<file path="src/rtl/sipo.sv">
// Oversampling serial receiver: 8 data bits, LSB first, one parity bit, one stop bit.
// rx is synchronised with two flops; bit timing is taken from the start-bit falling edge only.
module sipo #(
   parameter int OVERSAMPLE = 16,
   parameter bit PARITY_ODD = 1'b0
) (
   input  logic       bd_clk,
   input  logic       rst_n,
   input  logic       rx,
   input  logic       data_ack,
   output logic [7:0] data_out,
   output logic       data_valid,
   output logic       parity_err,
   output logic       frame_err,
   output logic       overrun_err,
   output logic       active
);

   typedef enum logic [2:0] {
      ST_IDLE   = 3'd0,
      ST_START  = 3'd1,
      ST_DATA   = 3'd2,
      ST_PARITY = 3'd3,
      ST_STOP   = 3'd4
   } state_t;

   localparam logic [5:0] MID_C  = 6'(OVERSAMPLE / 2 - 1);
   localparam logic [5:0] LAST_C = 6'(OVERSAMPLE - 1);

   function automatic logic expected_parity(input logic [7:0] d, input logic odd);
      return (^d) ^ odd;
   endfunction

   logic       rx_meta_r;
   logic       rxs_r;
   logic [1:0] warm_r;
   logic       armed_r;
   state_t     state_r;
   logic [5:0] cnt_r;
   logic [2:0] bit_idx_r;
   logic [7:0] shift_r;
   logic       par_bit_r;
   logic       stop_bit_r;
   logic       done_r;

   // Two-flop synchroniser for the asynchronous serial line.
   always_ff @(posedge bd_clk) begin
      if (!rst_n) begin
         rx_meta_r <= 1'b1;
         rxs_r     <= 1'b1;
      end else begin
         rx_meta_r <= rx;
         rxs_r     <= rx_meta_r;
      end
   end

   // Start detection stays disarmed until a genuine high has passed through the synchroniser,
   // so a start bit already in progress during reset is ignored.
   always_ff @(posedge bd_clk) begin
      if (!rst_n) begin
         warm_r  <= 2'd0;
         armed_r <= 1'b0;
      end else begin
         if (warm_r != 2'd2) begin
            warm_r <= warm_r + 2'd1;
         end
         if ((warm_r == 2'd2) && rxs_r) begin
            armed_r <= 1'b1;
         end
      end
   end

   // Frame FSM with registered outputs; frame-done actions land one edge after the stop sample.
   always_ff @(posedge bd_clk) begin
      if (!rst_n) begin
         state_r     <= ST_IDLE;
         cnt_r       <= 6'd0;
         bit_idx_r   <= 3'd0;
         shift_r     <= 8'hFF;
         par_bit_r   <= 1'b0;
         stop_bit_r  <= 1'b0;
         done_r      <= 1'b0;
         data_out    <= 8'h00;
         data_valid  <= 1'b0;
         parity_err  <= 1'b0;
         frame_err   <= 1'b0;
         overrun_err <= 1'b0;
         active      <= 1'b0;
      end else begin
         done_r <= 1'b0;
         case (state_r)
            ST_IDLE: begin
               if (armed_r && !rxs_r) begin
                  state_r <= ST_START;
                  cnt_r   <= 6'd0;
                  active  <= 1'b1;
               end
            end
            ST_START: begin
               if (cnt_r == MID_C) begin
                  cnt_r <= 6'd0;
                  if (rxs_r) begin
                     state_r <= ST_IDLE;
                     active  <= 1'b0;
                  end else begin
                     state_r   <= ST_DATA;
                     bit_idx_r <= 3'd0;
                  end
               end else begin
                  cnt_r <= cnt_r + 6'd1;
               end
            end
            ST_DATA: begin
               if (cnt_r == LAST_C) begin
                  cnt_r     <= 6'd0;
                  shift_r   <= {rxs_r, shift_r[7:1]};
                  bit_idx_r <= bit_idx_r + 3'd1;
                  if (bit_idx_r == 3'd7) begin
                     state_r <= ST_PARITY;
                  end
               end else begin
                  cnt_r <= cnt_r + 6'd1;
               end
            end
            ST_PARITY: begin
               if (cnt_r == LAST_C) begin
                  cnt_r     <= 6'd0;
                  par_bit_r <= rxs_r;
                  state_r   <= ST_STOP;
               end else begin
                  cnt_r <= cnt_r + 6'd1;
               end
            end
            ST_STOP: begin
               if (cnt_r == LAST_C) begin
                  cnt_r      <= 6'd0;
                  stop_bit_r <= rxs_r;
                  done_r     <= 1'b1;
                  state_r    <= ST_IDLE;
                  active     <= 1'b0;
               end else begin
                  cnt_r <= cnt_r + 6'd1;
               end
            end
            default: begin
               state_r <= ST_IDLE;
               cnt_r   <= 6'd0;
               active  <= 1'b0;
            end
         endcase

         // A completing frame takes priority over a simultaneous acknowledge.
         if (done_r) begin
            data_out    <= shift_r;
            parity_err  <= (par_bit_r != expected_parity(shift_r, PARITY_ODD));
            frame_err   <= ~stop_bit_r;
            data_valid  <= 1'b1;
            overrun_err <= data_valid & ~data_ack;
         end else if (data_ack && data_valid) begin
            data_valid  <= 1'b0;
            overrun_err <= 1'b0;
         end
      end
   end

endmodule

</file>
<file path="config.mk">
export PLATFORM = sky130hd
export DESIGN_NAME = sipo
export DESIGN_NICKNAME = d
export VERILOG_FILES = /design/src/rtl/sipo.sv
export SDC_FILE = /design/constraint.sdc
export NUM_CORES = 1
export LEC_CHECK = 0
export ABC_AREA = 0
export ABC_CLOCK_PERIOD_IN_PS = 1800
export CAP_MARGIN = 30
export CORE_MARGIN = 4
export CORE_UTILIZATION = 45
export CTS_CLUSTER_DIAMETER = 80
export DETAILED_ROUTE_END_ITERATION = 7
export PLACE_DENSITY = 0.71
export SYNTH_ARGS = -nofsm -noshare
export SYNTH_HDL_FRONTEND = slang
export SYNTH_SLANG_ARGS = --single-unit
</file>
<file path="constraint.sdc">
create_clock -name bd_clk -period 1.8 [get_ports bd_clk]
set_clock_uncertainty 0.2 [all_clocks]
set_input_delay 0.45 -clock bd_clk [delete_from_list [all_inputs] [get_ports bd_clk]]
set_output_delay 0.45 -clock bd_clk [all_outputs]
set_load 0.02 [all_outputs]
</file>
# --- Word level (Yosys, flattened, before mapping) ---
# Index checks and enable logic that the tools add are counted.
totals:
  mem_bits_rw: 0
  input_bits: 4
  ff_bits: 41
  memories: 0
  output_inout_bits: 13
  romBits: 0
  elab_cells: 84
  latchBits: 0
op_classes:
  reduce_logical: 17
  n_shift: 0
  n_bitwise: 4
  mux: 25
  eq_ne: 18
  add_sub_neg: 3
  div_mod_pow: 0
  n_mul: 0
  order_cmp: 0
op_table:
  columns: ["cell", "count"]
  rows:
  - ["$mux W3", 9]
  - ["$mux W6", 3]
  - ["$ne A2 B2 Y1 const B", 9]
  - ["$pmux W6 S3", 1]
  - ["$pmux W3 S5", 1]
  - ["$mux W1", 8]
  - ["$reduce_and A2 Y1", 4]
  - ["$reduce_xor A8 Y1", 1]
  - ["$add A6 B1 Y6 const B", 1]
  - ["$eq A3 B2 Y1 const B", 2]
  - ["$eq A3 B3 Y1 const B", 2]
  - ["$eq A6 B3 Y1 const B", 1]
  - ["$eq A6 B4 Y1 const B", 1]
  - ["$pmux W3 S2", 1]
  - ["$reduce_and A6 Y1", 1]
  - ["$reduce_and A5 Y1", 1]
  - ["$pmux W1 S4", 1]
  - ["$reduce_and A4 Y1", 1]
  - ["$reduce_bool A2 Y1", 2]
  - ["$add A3 B1 Y3 const B", 1]
  - ["$eq A3 B1 Y1 const B", 1]
  - ["$logic_and A1 B1 Y1", 3]
  - ["$logic_not A3 Y1", 1]
  - ["$not A1 Y1", 3]
  - ["8 further kinds", 8]

# --- Longest topological paths before layout ---
# Gate-level depths: netlist of run 1.
logic_depth:
  ltp_word: 4
  depth_mapped: 6
  mapped_depth_nobuf: 5

# --- Worst setup path after synthesis of run 1 ---
# Ideal clock, no wire load.
synth_timing:
  path_type: "register to register"
  start: "register cnt_r[0]"
  end: "register shift_r[0]"
  path_slack_ns: 0.095
  stages_incl_launch_ff: 7
  required_time_ns: 1.471
  n_path_buf: 1
  period_less_slack_ns: 1.705
  setup_time_ns: 0.129
  t_arrival_ns: 1.376
  path_cell_list: "dfxtp_1 > ha_1 > and4bb_2 > nand4b_1 > buf_2 > mux2i_1 > nand2_1"
synth_via:
  elab_chain_cells: 2
synth_lines:
  columns: ["item", "line_no", "text"]
  rows:
  - ["from (decl)", "39", "logic [5:0] cnt_r;"]
  - ["from (signal assigned)", "110", "cnt_r <= cnt_r + 6'd1;"]
  - ["from (signal assigned)", "122", "cnt_r <= cnt_r + 6'd1;"]
  - ["from (signal assigned)", "131", "cnt_r <= cnt_r + 6'd1;"]
  - ["$eq A6 B4 Y1", "114", "if (cnt_r == LAST_C) begin"]
  - ["$reduce_and A2 Y1 (no line)", null, null]
  - ["to (signal assigned)", "116", "shift_r <= {rxs_r, shift_r[7:1]};"]
  - ["to (decl)", "41", "logic [7:0] shift_r;"]
# Every way passes these cells.
# A chain may end at the register's enable or synchronous reset.

# --- Worst setup path in the final report of run 1 ---
layout_timing:
  start: "register cnt_r[1]"
  end: "register bit_idx_r[0]"
layout_via:
  elab_chain_cells: 3
  word_cells_on_any_way: 5
  classes_between: "eq/ne: 4; reduce/logical: 1"
layout_lines:
  columns: ["item", "line_no", "text"]
  rows:
  - ["$eq A6 B4 Y1 / $eq A6 B3 Y1 (equally long branches)", "114, 100", null]
  - ["$ne A2 B2 Y1 (no line)", null, null]
  - ["$reduce_and A4 Y1 (no line) *", null, null]
  - ["to (signal assigned)", "117", "bit_idx_r <= bit_idx_r + 3'd1;"]
  - ["to (decl)", "40", "logic [2:0] bit_idx_r;"]
# Every way passes the cells marked *; elsewhere a longest branch is shown, timed or not.

==> results.txt, run 1 <==
Critical path startpoint category: flip-flop
WP data arrival: 1.77 ns
Global Route Usage Sum: 14.5%
Share of cells above drive strength 1: 15.6%
TritonCTS clock tree: yes
# IOs: 17
Total Power: 1.89 mW
CP max stage delay: 0.37 ns
Slowest CP cell: dfxtp_2
Maximum VDD drop: 0.000473 V
Pre-CTS setup slack: 0.0370 ns
Mapped cell area: 0.00185 mm²
DP Wirelength: 2410 µm
Vias/cell: 5.22
Synth Net Count: 202
Global route hottest layer: met2
Drt total wl: 3570 µm
Sequential fraction of the synthesis area: 44.4%
CP Cell Sequence: ha_4 > and4bb_2 > nand4b_1 > buf_6 > or2_2 > a21oi_1
Placed cell area: 0.00213 mm²
Setup violators final: 0
DR pass1 iterations: 4
Gate Count Post-Synth: 194
Global-route wire length before repair: 5990 µm
Clk_lat worst skew: 0.29 ns
CTS sink count: 41
Final #Nets: 231
Slew margin rel.: 72.4%
Post-cts hold buffer count: 0
Syn_area_per_cell: 9.53 µm²
Initial antenna violation count: 0
Clk slew on worst S/H paths: 0.08 ns
Die width: 72.1 µm
Status: finished clean
CP required: 1.83 ns
Setup ws final: 0.0612 ns
#FFs+latches synth: 41
Period Utilization, post-route: 96.6%
Met3 Use GR: 4.43%
Initial Util: 46.2%
Async S/R FF share, synth: 0%
Pwr dens: 827 mW/mm²
Multi-input gate area: 940 µm²
Total number of vias: 1,430
Post-synth EDFFs: 0
Port Buf Inserts: 16
Die footprint: 0.00520 mm²
Die Y: 72.1 µm
Drt wl/cell: 13.0 µm
# H-tree levels: 2
Design Area, Final: 0.00229 mm²
DRC viols: 0
Hold slack: 0.214 ns
Num CTS Buffers: 5
Final hold violations: 0
WS Path Type: reg -> reg
DRT antenna net count: 0
Synth area leader: dfxtp_1
Grt total ovfl: 0
Period minus WS final: 1.74 ns
Core Area: 0.00400 mm²
Post-synth top area share: 44.4%
Met2 Track Usage GR: 21.4%
Warnings from Yosys: 0
Max Freq: 575 MHz
Row count: 23
Fillers: 349
Worst slew pin tran: 0.413 ns
Critical path peak fanout: 5
Pins Over Slew Limit: 0
Root buffer cell: clkbuf_8
Max Cap Viol: 0
Vias in the first global route: 1,363
Worst Hold Class: reg -> reg
Top_reg_cell synth: dfxtp_1
Clock buffer depth: 2
# diodes: 0
Leak: 1.05 nW
Routability cong.: 0.812
Register area: 823 µm²
Initial drt markers: 102
Ranking of synthesized cells by area: dfxtp_1 44%, mux2i_1 10%, nor2_1 4.9%, xnor2_1 3.3%, nand2_1 2.8%
Critical path capture point type: flip-flop
Synthesis-to-layout area growth: 23.8%
Largest net degree at the start of global routing: 15
Crit path max-delay family: simple AND/OR/NAND/NOR gates
Met1 usage in global routing: 19.6%
Buf+Inv Stages, Crit Path: 1
Netlist cell types: 41
==> worst paths after layout <==
kind	to	cells after the start	slack (ns)	from
setup reg to reg	bit_idx_r[0]	6	0.06	cnt_r[1]
hold reg to reg	rxs_r	1	0.21	rx_meta_r
setup / recovery	bit_idx_r[0]	6	0.06	cnt_r[1]
hold / removal	rxs_r	1	0.21	rx_meta_r
==> state kept, by name, summed over array words and instances (netlist names), 2 cells and up <==
signal	flops
bit_idx_r	3
cnt_r	6
data_out	8
shift_r	8
state_r	3
warm_r	2
==> kinds of logic after synthesis <==
kind of cell / synth area share [%]
xor+xnor: 5.96
buf+inv: 5.42
fa+ha+maj: 2.71
mux: 10.3
flops: 44.4
compound gates: 13.3
simple gates: 17.9
==> Yosys cell counts (all sizes together) (4+ instances only) <==
cell	number
a21oi	10
nand2	14
nor2	24
dfxtp	41
a211oi	5
buf	9
mux2i	19
nand2b	4
o211ai	5
inv	10
ha	4
xnor2	7
nand3	5
==> metrics by stage <==
stage	cells	TNS [ns]	utilization (%)
5_1_grt	274	-0.00902	57.2
3_5_place_dp	264	0	53.3
6_report	274	0	57.2
2_1_floorplan	194	0	-
4_1_cts	272	0	55.9
3_3_place_gp	264	0	53.3
==> final cells by class <==
| cell class | count | share of cell area, % |
|---|---|---|
| clock buffers | 6 | 3.61 |
| clock inverters | 2 | 1.64 |
| inverters | 10 | 1.64 |
| multi-input cells | 132 | 41.1 |
| flip-flops and latches | 41 | 36.0 |
| well taps | 50 | 2.73 |
| repair buffers | 33 | 13.3 |
==> report_power, final <==
| part | switching, mW | internal [mW] | leakage [nW] |
|---|---|---|---|
| combinational | 0.0776 | 0.0700 | 0.655 |
| clock | 0.327 | 0.451 | 0.0574 |
| sequential | 0.0250 | 0.941 | 0.333 |
==> cells in the final DEF (no fill, tap or decap), drive strengths merged <==
cell type,count
dlygate4sd2,13
bufinv,1
a2bb2oi,2
o211ai,5
nor4b,1
a21oi,10
xnor2,7
nor3b,1
and2,1
and4bb,1
dfxtp,41
nand3,5
clkinvlp,1
a211oi,5
or3b,1
nor3,2
o21ai,2
a21o,2
ha,4
xnor3,1
nand4,2
clkbuf,7
nand4b,3
nor2,24
nand2b,4
buf,16
inv,10
mux2i,19
nand2,14
a31oi,2
o21a,1
xor2,3
or2,1
a22oi,2
a311oi,3
clkdlybuf4s50,3
nand3b,2
and2b,1
and3b,1
==> layer usage <==
layer	up-vias	share of wire, %
met5	-	0
met4	0	1.8
met3	5	4.0
met2	30	44
met1	667	50
li1	728	-
==> repair_timing <==
action,in CTS,in global routing
pin swaps,0,2
setup endpoints to repair,13,10
cloned,0,1
setup buffers,0,1
gates resized for setup,13,5
(Power assumes the default switching activity.)
==> run 2, diff against run 1 <==
--- a/config.mk
+++ b/config.mk
@@ -9,10 +9,10 @@
 export ABC_CLOCK_PERIOD_IN_PS = 1800
 export CAP_MARGIN = 30
 export CORE_MARGIN = 4
-export CORE_UTILIZATION = 45
+export CORE_UTILIZATION = 50
 export CTS_CLUSTER_DIAMETER = 80
 export DETAILED_ROUTE_END_ITERATION = 7
-export PLACE_DENSITY = 0.71
+export PLACE_DENSITY = 0.78
 export SYNTH_ARGS = -nofsm -noshare
 export SYNTH_HDL_FRONTEND = slang
 export SYNTH_SLANG_ARGS = --single-unit
==> results.txt, run 2 (same netlist as run 1, synthesis figures left out) <==
Pwr dens: 741 mW/mm²
DP Wirelength: 2740 µm
Design Area, Final: 0.00231 mm²
Critical path peak fanout: 6
Critical path capture point type: flip-flop
Port Buf Inserts: 16
Share of cells above drive strength 1: 18.6%
Total number of vias: 1,498
Setup ws final: -0.0534 ns
Die Y: 68.8 µm
Initial drt markers: 125
Commonest non-fill, non-tap cell in the layout: dfxtp_1
CTS sink count: 41
Drt wl/cell: 14.9 µm
# diodes: 0
Maximum VDD drop: 0.000517 V
Root buffer cell: clkbuf_8
Endpoint of the worst-slack reg-to-reg timing path: shift_r[5]
Worst setup startpoint: cnt_r[1]
Initial Util: 53.7%
Status: finished, violations left
Final cell count without fillers: 272
Critical path startpoint category: flip-flop
Max Cap Viol: 0
Period Utilization, post-route: 103%
Period minus WS final: 1.85 ns
Grt total ovfl: 0
Worst slew pin tran: 0.467 ns
Cell count after placement: 259
Hold slack: 0.231 ns
Clock buffer depth: 2
Routability cong.: 0.889
Leak: 1.05 nW
Commonest cells after routing, fill and taps aside: 39 x dfxtp_1, 24 x nor2_1, 18 x mux2i_1
Die footprint: 0.00473 mm²
DRT antenna net count: 0
Largest regs: data_out (8), shift_r (8), cnt_r (6)
# IOs: 17
RSZ-0062 raised after global routing: true
Vias/cell: 5.51
CP required: 1.79 ns
Slew margin rel.: 68.8%
Largest net degree at the start of global routing: 19
Max Freq: 540 MHz
DRC viols: 0
Initial antenna violation count: 0
Clk slew on worst S/H paths: 0.08 ns
Row count: 21
Worst Hold Class: reg -> reg
Pins Over Slew Limit: 0
R2R Path Start: cnt_r[1]
Clk_lat worst skew: 0.29 ns
Die width: 68.8 µm
DR pass1 iterations: 4
Placed cell area: 0.00213 mm²
# H-tree levels: 2
Failing checks: setup timing
TritonCTS clock tree: yes
Drt total wl: 4050 µm
WS Path Type: reg -> reg
Worst Setup EP: shift_r[5]
Finished Core Util: 67.2%
Global-route wire length before repair: 6430 µm
Global Route Usage Sum: 18.5%
Vias in the first global route: 1,380
Num CTS Buffers: 5
Setup violators final: 10
FF-to-FF setup slack: -0.05 ns
R2R depth: 6
Synthesis-to-layout area growth: 25.2%
WP data arrival: 1.84 ns
Final hold violations: 0
Final #Nets: 233
Core Area: 0.00344 mm²
-- run 2: changes by cell type in the layout (fill, tap and decap cells not counted), moves of 2 or more --
cell	change
a211oi_2	+3
a211oi_1	-3
dfxtp_4	+2
buf_4	+2
clkinv_2	+2
dfxtp_2	-2
-- run 2: through the flow --
step	worst slack [ns]	TNS, ns	total power, mW
floorplan	0.0947	0	1.09
global placement	0.0745	0	1.13
detailed placement	-0.0259	-0.0660	1.15
CTS	0.0203	0	1.72
global route	-0.145	-1.36	1.80
finish	-0.0534	-0.257	1.71
-- run 2: metal layers --
layer | track usage, % | share of wire (%)
met5 | 0 | 0
met4 | 7.30 | 1.4
met3 | 6.16 | 4.0
met2 | 29.6 | 50
met1 | 23.0 | 45
-- run 2: critical path, stage by stage (launching register included) --
cell and delay (ns):
dfxtp_4 0.37, ha_4 0.13, and4bb_2 0.29, nand4b_1 0.27, buf_12 0.25, mux2i_2 0.18
nand2_1 0.06
-- run 2: area by class of cell --
cell class                 count  area, µm²
timing repair buffer          35        329
clock buffer                   6       72.6
inverter                      10       37.5
fill                         291       1130
clock inverter                 2       10.0
sequential                    41        828
multi-input combinational    132        978
tap                           46       57.6
-- run 2: how the worst min path moves through the flow --
stage / depth (start not counted) / end / slack, ns / startpoint
5_1_grt: 1 / rxs_r / 0.25 / rx_meta_r
4_1_cts: 1 / rxs_r / 0.23 / rx_meta_r
3_3_place_gp: 1 / rxs_r / 0.20 / rx_meta_r
6_report: 1 / rxs_r / 0.23 / rx_meta_r
2_1_floorplan: 1 / rxs_r / 0.19 / rx_meta_r
3_5_place_dp: 1 / rxs_r / 0.21 / rx_meta_r
-- run 2: report_power, final --
group          internal [mW]  switching, mW  leakage [nW]
logic                 0.0742         0.0915         0.675
clock network          0.269          0.312        0.0450
registers              0.939         0.0295         0.333
-- run 2: repair_timing --
item | in CTS | in global routing
setup buffers | 1 | 3
resized for setup | 14 | 13
gates cloned | 0 | 1
pin swaps | 1 | 8
endpoints found under the setup margin | 22 | 17
hold buffers | 0 | 0
